File: config.mk
export PLATFORM = sky130hd
export DESIGN_NAME = cmp_sar_reader
export DESIGN_NICKNAME = d
export VERILOG_FILES = /design/src/rtl/cmp_sar_reader.sv
export SDC_FILE = /design/constraint.sdc
export NUM_CORES = 1
export LEC_CHECK = 0
export ABC_AREA = 1
export CORE_MARGIN = 5
export CORE_UTILIZATION = 50
export CTS_BUF_LIST = sky130_fd_sc_hd__clkbuf_4
export DETAILED_ROUTE_END_ITERATION = 10
export DONT_BUFFER_PORTS = 1
export SLEW_MARGIN = 20
export SYNTH_ARGS = -nofsm -noshare
export SYNTH_HDL_FRONTEND = slang
export SYNTH_SLANG_ARGS = --single-unit
export TNS_END_PERCENT = 50
File: constraint.sdc
create_clock -name clk -period 4.25 [get_ports clk]
set_input_delay 1.275 -clock clk [delete_from_list [all_inputs] [get_ports clk]]
set_output_delay 1.275 -clock clk [all_outputs]
set_load 0.02 [all_outputs]
File: src/rtl/cmp_sar_reader.sv
// Successive-approximation reader for an external a>b comparator.
// Drives thresholds onto the comparator's B input and rebuilds the hidden
// A operand from the 1-bit greater-than answers, MSB first. An optional
// final probe checks the result against the comparator to flag
// non-monotone (approximate) comparator answers.
//
// Handshakes: a transfer happens on a rising clk edge where valid and ready
// are both high. start_ready is high only in IDLE, so the start transfer
// is start_valid & start_ready. out_valid, out_value and mono_err stay
// constant from the first DONE cycle until the out_valid & out_ready edge.
module cmp_sar_reader #(
  parameter int W       = 3,
  parameter int CMP_LAT = 0,
  parameter int VERIFY  = 1
) (
  input  logic         clk,
  input  logic         rst,
  input  logic         start_valid,
  output logic         start_ready,
  output logic [W-1:0] cmp_b,
  output logic         cmp_req,
  input  logic         cmp_gt,
  output logic         out_valid,
  input  logic         out_ready,
  output logic [W-1:0] out_value,
  output logic         mono_err,
  output logic [1:0]   dbg_state
);

  localparam int BW = (W > 1) ? $clog2(W) : 1;
  localparam int LW = (CMP_LAT > 0) ? $clog2(CMP_LAT + 1) : 1;

  typedef enum logic [1:0] {
    S_IDLE   = 2'd0,
    S_PROBE  = 2'd1,
    S_VERIFY = 2'd2,
    S_DONE   = 2'd3
  } state_t;

  state_t         state_q, state_n;
  logic [W-1:0]   res_q, res_n;
  logic [W-1:0]   cmp_b_q, cmp_b_n;
  logic [BW-1:0]  bit_q, bit_n;
  logic [LW-1:0]  wcnt_q, wcnt_n;
  logic           err_q, err_n;

  logic [W-1:0]   one;
  logic [W-1:0]   trial;
  logic [W-1:0]   res_sel;
  logic [W-1:0]   next_trial;
  logic           settled;

  // Trial arithmetic for the bit under test; next_trial is only used when bit_q > 0.
  always_comb begin
    one        = W'(1);
    trial      = res_q | (one << bit_q);
    res_sel    = cmp_gt ? trial : res_q;
    next_trial = res_sel | (one << (bit_q - BW'(1)));
    settled    = (int'(wcnt_q) >= CMP_LAT);
  end

  // Next-state and datapath updates; every probe waits CMP_LAT cycles before sampling.
  always_comb begin
    state_n = state_q;
    res_n   = res_q;
    cmp_b_n = cmp_b_q;
    bit_n   = bit_q;
    wcnt_n  = wcnt_q;
    err_n   = err_q;
    case (state_q)
      S_IDLE: begin
        if (start_valid) begin
          res_n   = '0;
          bit_n   = BW'(W - 1);
          cmp_b_n = (one << (W - 1)) - one;
          wcnt_n  = '0;
          err_n   = 1'b0;
          state_n = S_PROBE;
        end
      end
      S_PROBE: begin
        if (!settled) begin
          wcnt_n = wcnt_q + LW'(1);
        end else begin
          res_n  = res_sel;
          wcnt_n = '0;
          if (bit_q != '0) begin
            bit_n   = bit_q - BW'(1);
            cmp_b_n = next_trial - one;
          end else if (VERIFY != 0) begin
            cmp_b_n = res_sel;
            state_n = S_VERIFY;
          end else begin
            cmp_b_n = '0;
            state_n = S_DONE;
          end
        end
      end
      S_VERIFY: begin
        if (!settled) begin
          wcnt_n = wcnt_q + LW'(1);
        end else begin
          // A > res contradicts the answers that produced res.
          err_n   = cmp_gt;
          cmp_b_n = '0;
          state_n = S_DONE;
        end
      end
      S_DONE: begin
        if (out_ready) state_n = S_IDLE;
      end
      default: state_n = S_IDLE;
    endcase
  end

  // State and datapath registers with synchronous reset.
  always_ff @(posedge clk) begin
    if (rst) begin
      state_q <= S_IDLE;
      res_q   <= '0;
      cmp_b_q <= '0;
      bit_q   <= '0;
      wcnt_q  <= '0;
      err_q   <= 1'b0;
    end else begin
      state_q <= state_n;
      res_q   <= res_n;
      cmp_b_q <= cmp_b_n;
      bit_q   <= bit_n;
      wcnt_q  <= wcnt_n;
      err_q   <= err_n;
    end
  end

  // Outputs decoded from registered state.
  always_comb begin
    start_ready = (state_q == S_IDLE);
    cmp_req     = (state_q == S_PROBE) || (state_q == S_VERIFY);
    out_valid   = (state_q == S_DONE);
    cmp_b       = cmp_b_q;
    out_value   = res_q;
    mono_err    = err_q;
    dbg_state   = state_q;
  end

endmodule
=== Word level (Yosys, flattened, before mapping) ===
Cells that the tools add are included.

* Register bits: 11
* Output and inout bits: 12
* Logic and storage cells: 44

* $add $sub $neg: 2
* Equal/unequal tests: 7
* Shifts and indexed selects: 2
* Muxes and demuxes: 15
* Bitwise gates (word level): 2
* Reductions and logical operators: 11

{| class="wikitable"
|+ Operator list
! operator !! number
|-
| 2-to-1 mux 3 bit || 4
|-
| 2-to-1 mux 2 bit || 5
|-
| case mux 3 bit (3 select lines) || 1
|-
| case mux 2 bit (4 select lines) || 1
|-
| inequality test 2 bit, second input constant || 3
|-
| bitwise OR 3 bit || 2
|-
| case mux 3 bit (2 select lines) || 1
|-
| AND reduction 2 bit || 3
|-
| AND reduction 3 bit || 2
|-
| nonzero test 2 bit || 3
|-
| << shifter 1 x 2 -> 3 bit, first input constant || 2
|-
| equality test 2 bit, second input constant || 2
|-
| case mux 2 bit (2 select lines) || 1
|-
| nonzero test 3 bit || 1
|-
| subtractor 3 x 1 -> 3 bit, second input constant || 1
|-
| equality test 2 x 1 -> 1 bit, second input constant || 1
|-
| logical NOT 2 bit || 1
|-
| inequality test 2 x 1 -> 1 bit, second input constant || 1
|-
| case mux 1 bit (2 select lines) || 1
|-
| subtractor 2 x 1 -> 2 bit, second input constant || 1
|-
| logical OR 1 bit || 1
|-
| 2-to-1 mux 1 bit || 1
|}

=== Logic depth before layout (Yosys ltp) ===
Gate-level depths: netlist (run 1).

* Word-level depth: 7
* Gate-level depth with buffers: 12
* Mapped depth without buffers: 12

=== Worst setup path before layout (run 1) ===
No wires, ideal clock.

* Path type: register to output
* From: reg state_q[0] (netlist: dbg_state[0])
* To: out cmp_req
* Arrival: 1.013 ns
* Data required time: 2.975 ns
* Slack: 1.962 ns
* Stages on the path, launching flop included: 3
* Cell sequence: dfxtp_1 > inv_1 > ha_1

* Cells in the longest elaborated chain, start to end: 2

{| class="wikitable"
|+ RTL lines
! element !! line !! RTL
|-
| from (decl) || 40 || <nowiki>state_t state_q, state_n;</nowiki>
|-
| from (signal assigned) || 126 || <nowiki>state_q <= state_n;</nowiki>
|-
| equality test 2 x 1 -> 1 bit / equality test 2 bit (equally long branches) || - ||
|-
| logical OR 1 bit * || 138 || <nowiki>cmp_req = (state_q == S_PROBE) || (state_q == S_VERIFY);</nowiki>
|-
| to (decl) || 21 || <nowiki>output logic cmp_req,</nowiki>
|}

Every way passes the cells marked *; elsewhere a longest branch is shown, timed or not.

=== Worst setup path in the final report (run 1) ===
Ends and elaborated chain as after synthesis.

==> results of run 1 <==
[synthesized netlist by cell type]
cell	count
ha_1	10
a31oi_1	2
nand4_1	1
a211oi_1	2
a21oi_1	6
or2_0	1
o21ai_0	4
o21bai_1	1
o21ai_2	1
nand3_1	4
nor2_1	13
nand2_2	1
nand2_1	24
o211ai_1	1
dfxtp_1	11
nor3_1	1
inv_1	17
[logic make-up after synthesis]
family / Yosys count
adder cells (fa/ha/maj): 10
AO/OA/AOI/OAI: 17
flip-flops: 11
AND/OR/NAND/NOR: 45
buffers and inverters: 17
[final cells by class]
| type | count | area [um^2] |
|---|---|---|
| Inverter | 17 | 63.8 |
| Fill cell | 134 | 559 |
| Multi-Input combinational cell | 72 | 409 |
| Clock buffer | 4 | 30.0 |
| Sequential cell | 11 | 220 |
| Tap cell | 15 | 18.8 |
[worst min path at each step]
stage | start | endpoint
final | bit_q[0] | bit_q[0]
after CTS | bit_q[0] | bit_q[0]
after floorplan | bit_q[0] | bit_q[0]
after global routing | bit_q[1] | bit_q[1]
after detailed placement | bit_q[0] | bit_q[0]
after global placement | bit_q[0] | bit_q[0]
[placed cells by master, fill, tap and decap left out]
cell type,instances
nand2_1,24
inv_1,17
nor2_1,13
dfxtp_1,11
ha_1,10
a21oi_1,6
nand3_1,4
o21ai_0,4
clkbuf_4,4
a211oi_1,2
a31oi_1,2
o21bai_1,1
nand2_2,1
o21ai_2,1
or2_0,1
nand4_1,1
o211ai_1,1
nor3_1,1
[registers in the layout, indices dropped and copies added (netlist names)]
signal     cells
bit_q          2
mono_err       1
out_value      3
cmp_b          3
dbg_state      2
[power by group]
group / switching (mW) / internal [mW] / total, mW
Combinational: 0.199 / 0.0972 / 0.296
Sequential: 0.0542 / 0.132 / 0.187
Clock: 0.0356 / 0.0427 / 0.0783
Total: 0.289 / 0.272 / 0.561
[stage by stage]
step / cells / total power, mW / hold WS (ns) / util [%] / setup WS, ns
floorplan: 100 / 0.427 / 0.454 / - / 1.96
global placement: 115 / 0.490 / 0.480 / 54.7 / 1.90
detailed placement: 115 / 0.488 / 0.507 / 54.7 / 1.89
CTS: 119 / 0.570 / 0.518 / 57.0 / 1.58
global route: 119 / 0.621 / 0.555 / 57.0 / 1.51
finish: 119 / 0.561 / 0.515 / 57.0 / 1.60
[layer usage]
metal	GRT usage, %	vias up
met5	0	-
met4	8.29	0
met3	4.21	4
met2	22.7	22
met1	21.9	292
li1	-	327
==> summary.json, run 1 <==
{
  "maxUsedRoutingLayer": {"value": "met4"},
  "yosys-top-cells-area": {"value": "dfxtp_1 (32%), ha_1 (18%), nand2_1 (13%)"},
  "via_cell_ratio": {"value": 5.42},
  "design.die.area": {"value": 2230, "unit": "um^2"},
  "n_antenna_cell": {"value": 0},
  "numPortBuffers": {"value": 0},
  "post_synth_and_or_nand_nor_area_fraction": {"value": 26.4, "unit": "%"},
  "drcViolationCount": {"value": 0},
  "initial_core_util": {"value": 53.3, "unit": "%"},
  "worst_ir_drop_vdd": {"value": 0.474, "unit": "mV"},
  "synth_largest_type_area_fraction": {"value": 31.8, "unit": "%"},
  "area_delta_synth_final": {"value": 7.04, "unit": "%"},
  "ys_ff_latch": {"value": 11},
  "hold_path_class": {"value": "reg2reg"},
  "worst_skew_pair_latency": {"value": 0.27, "unit": "ns"},
  "worstReg2RegEnd": {"value": "bit_q[1]"},
  "maxCapViolCount": {"value": 0},
  "critical_path_arrival": {"value": 1.38, "unit": "ns"},
  "vias": {"value": 645},
  "post_cts_hold_buffer_count": {"value": 0},
  "max-slew-margin-rel": {"value": 72.0, "unit": "%"},
  "detail-route-antenna-nets": {"value": 0},
  "vias_in_the_first_global_route": {"value": 577},
  "report.final.setup_viol": {"value": 0},
  "critical-path-max-stage-delay": {"value": 0.52, "unit": "ns"},
  "min_path_cells": {"value": 1},
  "total_number_of_h_tree_levels": {"value": 1},
  "grt_pass1_wl": {"value": 2500, "unit": "um"},
  "syn-instance-count": {"value": 100},
  "share_of_cells_above_drive_strength_1": {"value": 5.77, "unit": "%"},
  "finalHoldViolCount": {"value": 0},
  "grt-ovfl-total": {"value": 0},
  "maxSlewViolCount": {"value": 0},
  "pwr_density_cell": {"value": 757, "unit": "nW/um^2"},
  "worstPathCellList": {"value": "inv_1 -> ha_1"},
  "timing_worst_setup_path_type": {"value": "reg2out"},
  "status": {"value": "completed"},
  "dr_wl_met2": {"value": 688, "unit": "um"},
  "placeable_core_region": {"value": 1300, "unit": "um^2"},
  "synth_compound_gate_area_share": {"value": 14.6, "unit": "%"},
  "critical_path_cell_count": {"value": 2},
  "detail_route.wirelength": {"value": 1500, "unit": "um"},
  "timing.final.crit_share": {"value": 62.4, "unit": "%"},
  "grt_max_degree": {"value": 8},
  "met3_wirelength": {"value": 119, "unit": "um"},
  "grt_setup_unrepaired": {"value": "false"},
  "maximum_net_fanout_on_the_critical_path": {"value": 5},
  "clkSlewWorstSetupHoldPaths": {"value": 0.07, "unit": "ns"},
  "reg2reg_depth": {"value": 8},
  "routed_wire_length_per_instance": {"value": 12.6, "unit": "um"},
  "layout.nets": {"value": 120},
  "grt_usage": {"value": 16.0, "unit": "%"},
  "pin_count": {"value": 17},
  "post_synth_fa_ha_maj_area_fraction": {"value": 18.1, "unit": "%"},
  "transition_time_at_the_pin_with_the_least_slew_margin": {"value": 0.419, "unit": "ns"},
  "post_synth_num_cell_types": {"value": 17},
  "final_cell_area": {"value": 742, "unit": "um^2"},
  "critical_path.startpoint": {"value": "dbg_state[0]"},
  "drt_iter0_markers": {"value": 25},
  "fmaxAchievable": {"value": 377, "unit": "MHz"},
  "synth_top_family_by_area": {"value": "simple AND/OR/NAND/NOR gates"},
  "chipWidth": {"value": 47.2, "unit": "um"},
  "crit_path_start_kind": {"value": "register"},
  "finClkSkew": {"value": 0.00172, "unit": "ns"},
  "required": {"value": 2.97, "unit": "ns"},
  "critical_path.slowest_cell": {"value": "dfxtp_1"},
  "post_dp_cell_area": {"value": 712, "unit": "um^2"},
  "drt_pass1_iterations": {"value": 4},
  "ctsLongestPathBuffers": {"value": 2},
  "synthDominantAreaCellType": {"value": "dfxtp_1"},
  "cts_resized": {"value": 0},
  "synthesis.area_per_instance": {"value": 6.93, "unit": "um^2"},
  "grt_antenna_before_repair": {"value": 0},
  "cts_num_sinks": {"value": 11},
  "synth_xor_xnor_area_share": {"value": 0, "unit": "%"},
  "crit_buf_inv": {"value": 1},
  "yosysWarnings": {"value": 0},
  "cts.repair_timing.setup_buffer_count": {"value": 0},
  "wl_met1": {"value": 674, "unit": "um"},
  "cts_made_buffers": {"value": 3},
  "setup-tns-final": {"value": 0, "unit": "ns"},
  "tritoncts": {"value": "done"},
  "worstReg2RegStart": {"value": "dbg_state[0]"},
  "std_cell_rows": {"value": 13},
  "timing.reg2reg.setup_slack": {"value": 2.41, "unit": "ns"},
  "endpoint": {"value": "cmp_req"},
  "finalCriticalPeriod": {"value": 2.65, "unit": "ns"},
  "clock_tree.root_cell": {"value": "clkbuf_4"},
  "syn-num-nets": {"value": 115},
  "critPathTopFamily": {"value": "flip-flops"},
  "yosysSeqAreaShare": {"value": 31.8, "unit": "%"},
  "synth.area.mux_share": {"value": 0, "unit": "%"},
  "gp_routability_congestion": {"value": 0.802},
  "leakagePower": {"value": 0.357, "unit": "nW"},
  "worst_setup_path_end_kind": {"value": "primary output"},
  "detailed_place_hpwl": {"value": 1210, "unit": "um"},
  "die_height": {"value": 47.2, "unit": "um"},
  "netlist_area": {"value": 693, "unit": "um^2"}
}
(Power assumes the default switching activity.)
==> run 2: changes to the inputs <==
==> constraint.sdc (replaced) <==
create_clock -name clk -period 2.57 [get_ports clk]
set_input_delay 0.771 -clock clk [delete_from_list [all_inputs] [get_ports clk]]
set_output_delay 0.771 -clock clk [all_outputs]
set_load 0.02 [all_outputs]
==> summary.json, run 2 (synthesis results as in run 1) <==
{
  "status": {"value": "completed"},
  "fin_util": {"value": 57.0, "unit": "%"},
  "most-common-layout-cells": {"value": "nand2_1 (24), inv_1 (17), nor2_1 (13), dfxtp_1 (11), ha_1 (10)"},
  "finClkSkew": {"value": 0.00357, "unit": "ns"},
  "pwr_density_cell": {"value": 1250, "unit": "nW/um^2"},
  "worstPathCellList": {"value": "inv_1 -> ha_1"},
  "detailed_place_hpwl": {"value": 1210, "unit": "um"},
  "cts.repair_timing.setup_buffer_count": {"value": 0},
  "n_antenna_cell": {"value": 0},
  "finalHoldViolCount": {"value": 0},
  "drcViolationCount": {"value": 0},
  "required": {"value": 1.80, "unit": "ns"},
  "total_power_consumption_of_the_routed_design": {"value": 0.928, "unit": "mW"},
  "max-slew-margin-rel": {"value": 72.2, "unit": "%"},
  "critical_path_arrival": {"value": 1.36, "unit": "ns"},
  "grt_max_degree": {"value": 8},
  "via_cell_ratio": {"value": 5.33},
  "gp_routability_congestion": {"value": 0.802},
  "hold_path_class": {"value": "reg2reg"},
  "min_path_cells": {"value": 1},
  "critPathTopFamily": {"value": "flip-flops"},
  "whs_endpoint": {"value": "bit_q[0]"},
  "timing.hold.ws": {"value": 0.516, "unit": "ns"},
  "maxSlewViolCount": {"value": 0},
  "grt_antenna_before_repair": {"value": 0},
  "layout.nets": {"value": 120},
  "preCtsSetupSlack": {"value": 0.710, "unit": "ns"},
  "initial_core_util": {"value": 53.3, "unit": "%"},
  "timing.reg2reg.setup_slack": {"value": 0.75, "unit": "ns"},
  "drt_iter0_markers": {"value": 19},
  "grt-ovfl-total": {"value": 0},
  "report.final.setup_viol": {"value": 0},
  "transition_time_at_the_pin_with_the_least_slew_margin": {"value": 0.416, "unit": "ns"},
  "reg2reg_depth": {"value": 8},
  "finalCriticalPeriod": {"value": 2.13, "unit": "ns"},
  "multi_input_comb_area": {"value": 409, "unit": "um^2"},
  "cts_resized": {"value": 0},
  "tritoncts": {"value": "done"},
  "worst_skew_pair_latency": {"value": 0.26, "unit": "ns"},
  "setup-tns-final": {"value": 0, "unit": "ns"},
  "std_cell_rows": {"value": 13},
  "chipWidth": {"value": 47.2, "unit": "um"},
  "leakagePower": {"value": 0.357, "unit": "nW"},
  "die_height": {"value": 47.2, "unit": "um"},
  "worst_setup_path_end_kind": {"value": "primary output"},
  "critical_path.slowest_cell": {"value": "dfxtp_1"},
  "grt_setup_unrepaired": {"value": "false"},
  "detail_route.wirelength": {"value": 1490, "unit": "um"},
  "share_of_cells_above_drive_strength_1": {"value": 5.77, "unit": "%"},
  "critical_path.startpoint": {"value": "dbg_state[0]"},
  "worst_ir_drop_vdd": {"value": 0.831, "unit": "mV"},
  "pin_count": {"value": 17},
  "cts_made_buffers": {"value": 3},
  "fmaxAchievable": {"value": 469, "unit": "MHz"},
  "post_cts_hold_buffer_count": {"value": 0},
  "drt_pass1_iterations": {"value": 4},
  "layout_filler_cell_count": {"value": 124},
  "vias_in_the_first_global_route": {"value": 598},
  "routed_wire_length_per_instance": {"value": 12.5, "unit": "um"},
  "grt_pass1_wl": {"value": 2490, "unit": "um"},
  "area_delta_synth_final": {"value": 7.04, "unit": "%"},
  "vias": {"value": 634},
  "detail-route-antenna-nets": {"value": 0},
  "design.die.area": {"value": 2230, "unit": "um^2"},
  "critical-path-max-stage-delay": {"value": 0.52, "unit": "ns"},
  "crit_buf_inv": {"value": 1},
  "grt_usage": {"value": 15.8, "unit": "%"},
  "worstReg2RegStart": {"value": "bit_q[0]"},
  "ctsLongestPathBuffers": {"value": 2},
  "timing_worst_setup_path_type": {"value": "reg2out"},
  "layout.cells.most_common": {"value": "nand2_1"},
  "crit_path_start_kind": {"value": "register"},
  "cts_num_sinks": {"value": 11},
  "maximum_net_fanout_on_the_critical_path": {"value": 5},
  "clkSlewWorstSetupHoldPaths": {"value": 0.07, "unit": "ns"},
  "numPortBuffers": {"value": 0},
  "worstHoldStart": {"value": "bit_q[0]"},
  "timing.final.crit_share": {"value": 83.0, "unit": "%"},
  "worstReg2RegEnd": {"value": "cmp_b[1]"},
  "ff_latch_area": {"value": 220, "unit": "um^2"},
  "total_number_of_h_tree_levels": {"value": 1},
  "placeable_core_region": {"value": 1300, "unit": "um^2"},
  "maxCapViolCount": {"value": 0},
  "clock_tree.root_cell": {"value": "clkbuf_4"},
  "finalWorstSetupSlack": {"value": 0.436, "unit": "ns"}
}
## run 2: cell counts in the layout (fill, tap and decap cells not counted)
Identical to the previous run, type by type.
## run 2: layer usage
layer / global-route usage, % / vias up / part of all wire (%)
li1: - / 328 / -
met3: 4.60 / 2 / 6.3
met1: 20.1 / 289 / 44
met4: 6.63 / 0 / 0.74
met2: 24.6 / 15 / 49
met5: 0 / - / 0
## run 2: worst max-delay path by stage
stage / slack (ns) / end / cells after the start
after floorplan: 0.79 / cmp_req / 2
after global placement: 0.72 / cmp_req / 2
after detailed placement: 0.71 / cmp_req / 2
after CTS: 0.41 / cmp_req / 2
after global routing: 0.34 / cmp_req / 2
final: 0.44 / cmp_req / 2
## run 2: stage by stage
| stage | area [um^2] | instances |
|---|---|---|
| after global placement | 712 | 115 |
| after global routing | 742 | 119 |
| after CTS | 742 | 119 |
| final | 742 | 119 |
| after floorplan | 693 | 100 |
| after detailed placement | 712 | 115 |
## run 2: power breakdown
part | internal [mW] | total [mW] | switching [mW]
Clock | 0.0705 | 0.129 | 0.0582
Sequential | 0.219 | 0.309 | 0.0902
Combinational | 0.161 | 0.490 | 0.329
Total | 0.451 | 0.928 | 0.477
## run 2: area by class of cell
class / instances / share of cell area (%)
Inverter: 17 / 8.60
Multi-Input combinational cell: 72 / 55.1
Sequential cell: 11 / 29.7
Clock buffer: 4 / 4.05
Tap cell: 15 / 2.53
==> run 3: changes to the inputs <==
--- a/config.mk
+++ b/config.mk
@@ -11,6 +11,7 @@
 export CTS_BUF_LIST = sky130_fd_sc_hd__clkbuf_4
 export DETAILED_ROUTE_END_ITERATION = 10
 export DONT_BUFFER_PORTS = 1
+export PLACE_DENSITY = 0.68
 export SLEW_MARGIN = 20
 export SYNTH_ARGS = -nofsm -noshare
 export SYNTH_HDL_FRONTEND = slang
==> constraint.sdc (replaced) <==
create_clock -name clk -period 1.92 [get_ports clk]
set_input_delay 0.576 -clock clk [delete_from_list [all_inputs] [get_ports clk]]
set_output_delay 0.576 -clock clk [all_outputs]
set_load 0.02 [all_outputs]
==> summary.json, run 3 (synthesis results as in run 1) <==
{
  "swShare": {"value": 50.2, "unit": "%"},
  "timing.final.crit_share": {"value": 92.7, "unit": "%"},
  "vias_in_the_first_global_route": {"value": 594},
  "layout.cells.most_common": {"value": "nand2_1"},
  "layout_filler_cell_count": {"value": 127},
  "crit_buf_inv": {"value": 1},
  "reg2reg_depth": {"value": 8},
  "ctsLongestPathBuffers": {"value": 2},
  "drt_iter0_markers": {"value": 15},
  "maxCapViolCount": {"value": 0},
  "worst_skew_pair_latency": {"value": 0.27, "unit": "ns"},
  "std_cell_rows": {"value": 13},
  "critical_path.slowest_cell": {"value": "ha_1"},
  "timing.hold.ws": {"value": 0.364, "unit": "ns"},
  "use_met3": {"value": 4.98, "unit": "%"},
  "setup-tns-final": {"value": 0, "unit": "ns"},
  "placeable_core_region": {"value": 1300, "unit": "um^2"},
  "share_of_cells_above_drive_strength_1": {"value": 9.35, "unit": "%"},
  "grt_util_met1": {"value": 18.1, "unit": "%"},
  "total_power_consumption_of_the_routed_design": {"value": 1.30, "unit": "mW"},
  "tritoncts": {"value": "done"},
  "design.die.area": {"value": 2230, "unit": "um^2"},
  "clkSlewWorstSetupHoldPaths": {"value": 0.07, "unit": "ns"},
  "finClkSkew": {"value": 0.00725, "unit": "ns"},
  "grt_usage": {"value": 15.7, "unit": "%"},
  "fmaxAchievable": {"value": 562, "unit": "MHz"},
  "detail-route-antenna-nets": {"value": 0},
  "area_delta_synth_final": {"value": 10.8, "unit": "%"},
  "crit_path_start_kind": {"value": "register"},
  "worst_ir_drop_vdd": {"value": 1.14, "unit": "mV"},
  "gp_routability_congestion": {"value": 0.801},
  "maximum_net_fanout_on_the_critical_path": {"value": 4},
  "grt_setup_unrepaired": {"value": "false"},
  "vias": {"value": 635},
  "timing_worst_setup_path_type": {"value": "reg2out"},
  "finalCriticalPeriod": {"value": 1.78, "unit": "ns"},
  "maxSlewViolCount": {"value": 0},
  "post_cts_hold_buffer_count": {"value": 0},
  "sequentialPowerShare": {"value": 29.2, "unit": "%"},
  "worst_setup_path_end_kind": {"value": "primary output"},
  "hold_path_class": {"value": "in2reg"},
  "critical-path-max-stage-delay": {"value": 0.44, "unit": "ns"},
  "drcViolationCount": {"value": 0},
  "total_number_of_h_tree_levels": {"value": 1},
  "report.final.setup_viol": {"value": 0},
  "cts_num_sinks": {"value": 11},
  "required": {"value": 1.34, "unit": "ns"},
  "critical_path_cell_count": {"value": 2},
  "pin_count": {"value": 17},
  "share_clk_of_total_power": {"value": 13.3, "unit": "%"},
  "numPortBuffers": {"value": 0},
  "min_path_cells": {"value": 1},
  "grt-ovfl-total": {"value": 0},
  "power.switching": {"value": 0.651, "unit": "mW"},
  "detailed_place_hpwl": {"value": 1190, "unit": "um"},
  "die_height": {"value": 47.2, "unit": "um"},
  "layout.nets": {"value": 123},
  "grt.busiest_layer": {"value": "met2"},
  "grt_max_degree": {"value": 8},
  "routed_wire_length_per_instance": {"value": 12.3, "unit": "um"},
  "max-slew-margin-rel": {"value": 78.6, "unit": "%"},
  "status": {"value": "completed"},
  "critical_path_arrival": {"value": 1.20, "unit": "ns"},
  "cts_made_buffers": {"value": 3},
  "timing.reg2reg.setup_slack": {"value": 0.16, "unit": "ns"},
  "clock_tree.root_cell": {"value": "clkbuf_4"},
  "transition_time_at_the_pin_with_the_least_slew_margin": {"value": 0.319, "unit": "ns"},
  "via_cell_ratio": {"value": 5.20},
  "most-common-layout-cells": {"value": "nand2_1 (24), inv_1 (17), nor2_1 (13), dfxtp_1 (11), ha_1 (10)"},
  "combinational_share_of_power": {"value": 57.5, "unit": "%"},
  "grt_pass1_wl": {"value": 2390, "unit": "um"},
  "finalHoldViolCount": {"value": 0},
  "chipWidth": {"value": 47.2, "unit": "um"},
  "fin_util": {"value": 59.0, "unit": "%"},
  "critPathTopFamily": {"value": "adder cells"},
  "drt_pass1_iterations": {"value": 4},
  "grt_antenna_before_repair": {"value": 0},
  "n_antenna_cell": {"value": 0},
  "leakagePower": {"value": 0.373, "unit": "nW"},
  "worstPathCellList": {"value": "inv_1 -> ha_1"},
  "met2_track_utilization_from_global_routing": {"value": 24.6, "unit": "%"},
  "internal-power": {"value": 0.647, "unit": "mW"},
  "detail_route.wirelength": {"value": 1500, "unit": "um"},
  "pwr_density_cell": {"value": 1690, "unit": "nW/um^2"},
  "initial_core_util": {"value": 53.3, "unit": "%"}
}
## run 3: repair_timing
action | in CTS | in global routing
setup buffers | 0 | 0
endpoints found under the hold margin | 0 | 0
setup endpoints to repair | 0 | 2
gates resized for setup | 0 | 1
## run 3: final timing paths
path                                    from       end
worst max-delay path            dbg_state[0]   cmp_req
worst min-delay path                     rst  mono_err
worst max register to register      bit_q[0]  cmp_b[1]
worst min register to register      bit_q[0]  bit_q[0]
## run 3: power by group through the flow
stage	registers (mW)	logic, mW	clock network, mW
3_5_place_dp	0.388	0.736	0
6_report	0.379	0.746	0.172
5_1_grt	0.389	0.845	0.189
2_1_floorplan	0.406	0.540	0
3_3_place_gp	0.386	0.734	0
4_1_cts	0.381	0.743	0.179
## run 3: area by class of cell
cell class | instances | area, um^2 | area share, %
Tap cell | 15 | 18.8 | 2.44
Timing Repair Buffer | 3 | 22.5 | 2.93
Sequential cell | 11 | 220 | 28.7
Clock buffer | 4 | 30.0 | 3.91
Multi-Input combinational cell | 72 | 413 | 53.7
Inverter | 17 | 63.8 | 8.31
## run 3: per-stage QoR
| step | setup WS (ns) | cell area [um^2] | cells |
|---|---|---|---|
| 2_1_floorplan | 0.291 | 693 | 100 |
| 3_3_place_gp | 0.214 | 734 | 118 |
| 3_5_place_dp | 0.130 | 734 | 118 |
| 4_1_cts | 0.0992 | 764 | 122 |
| 5_1_grt | 0.0257 | 768 | 122 |
| 6_report | 0.141 | 768 | 122 |
## run 3: layer usage
layer  vias to the layer above  share of wire (%)
li1                        333                  -
met1                       283                 45
met2                        15                 46
met3                         4                6.6
met4                         0                2.4
met5                         -                  0
## run 3: worst register-to-register path: cells and delay by family, from the launching register on
| family | cells | cell delay, ns |
|---|---|---|
| adder cells (fa/ha/maj) | 2 | 0.47 |
| flip-flops | 1 | 0.38 |
| AO/OA/AOI/OAI | 2 | 0.35 |
| AND/OR/NAND/NOR | 2 | 0.31 |
| buffers and inverters | 2 | 0.17 |
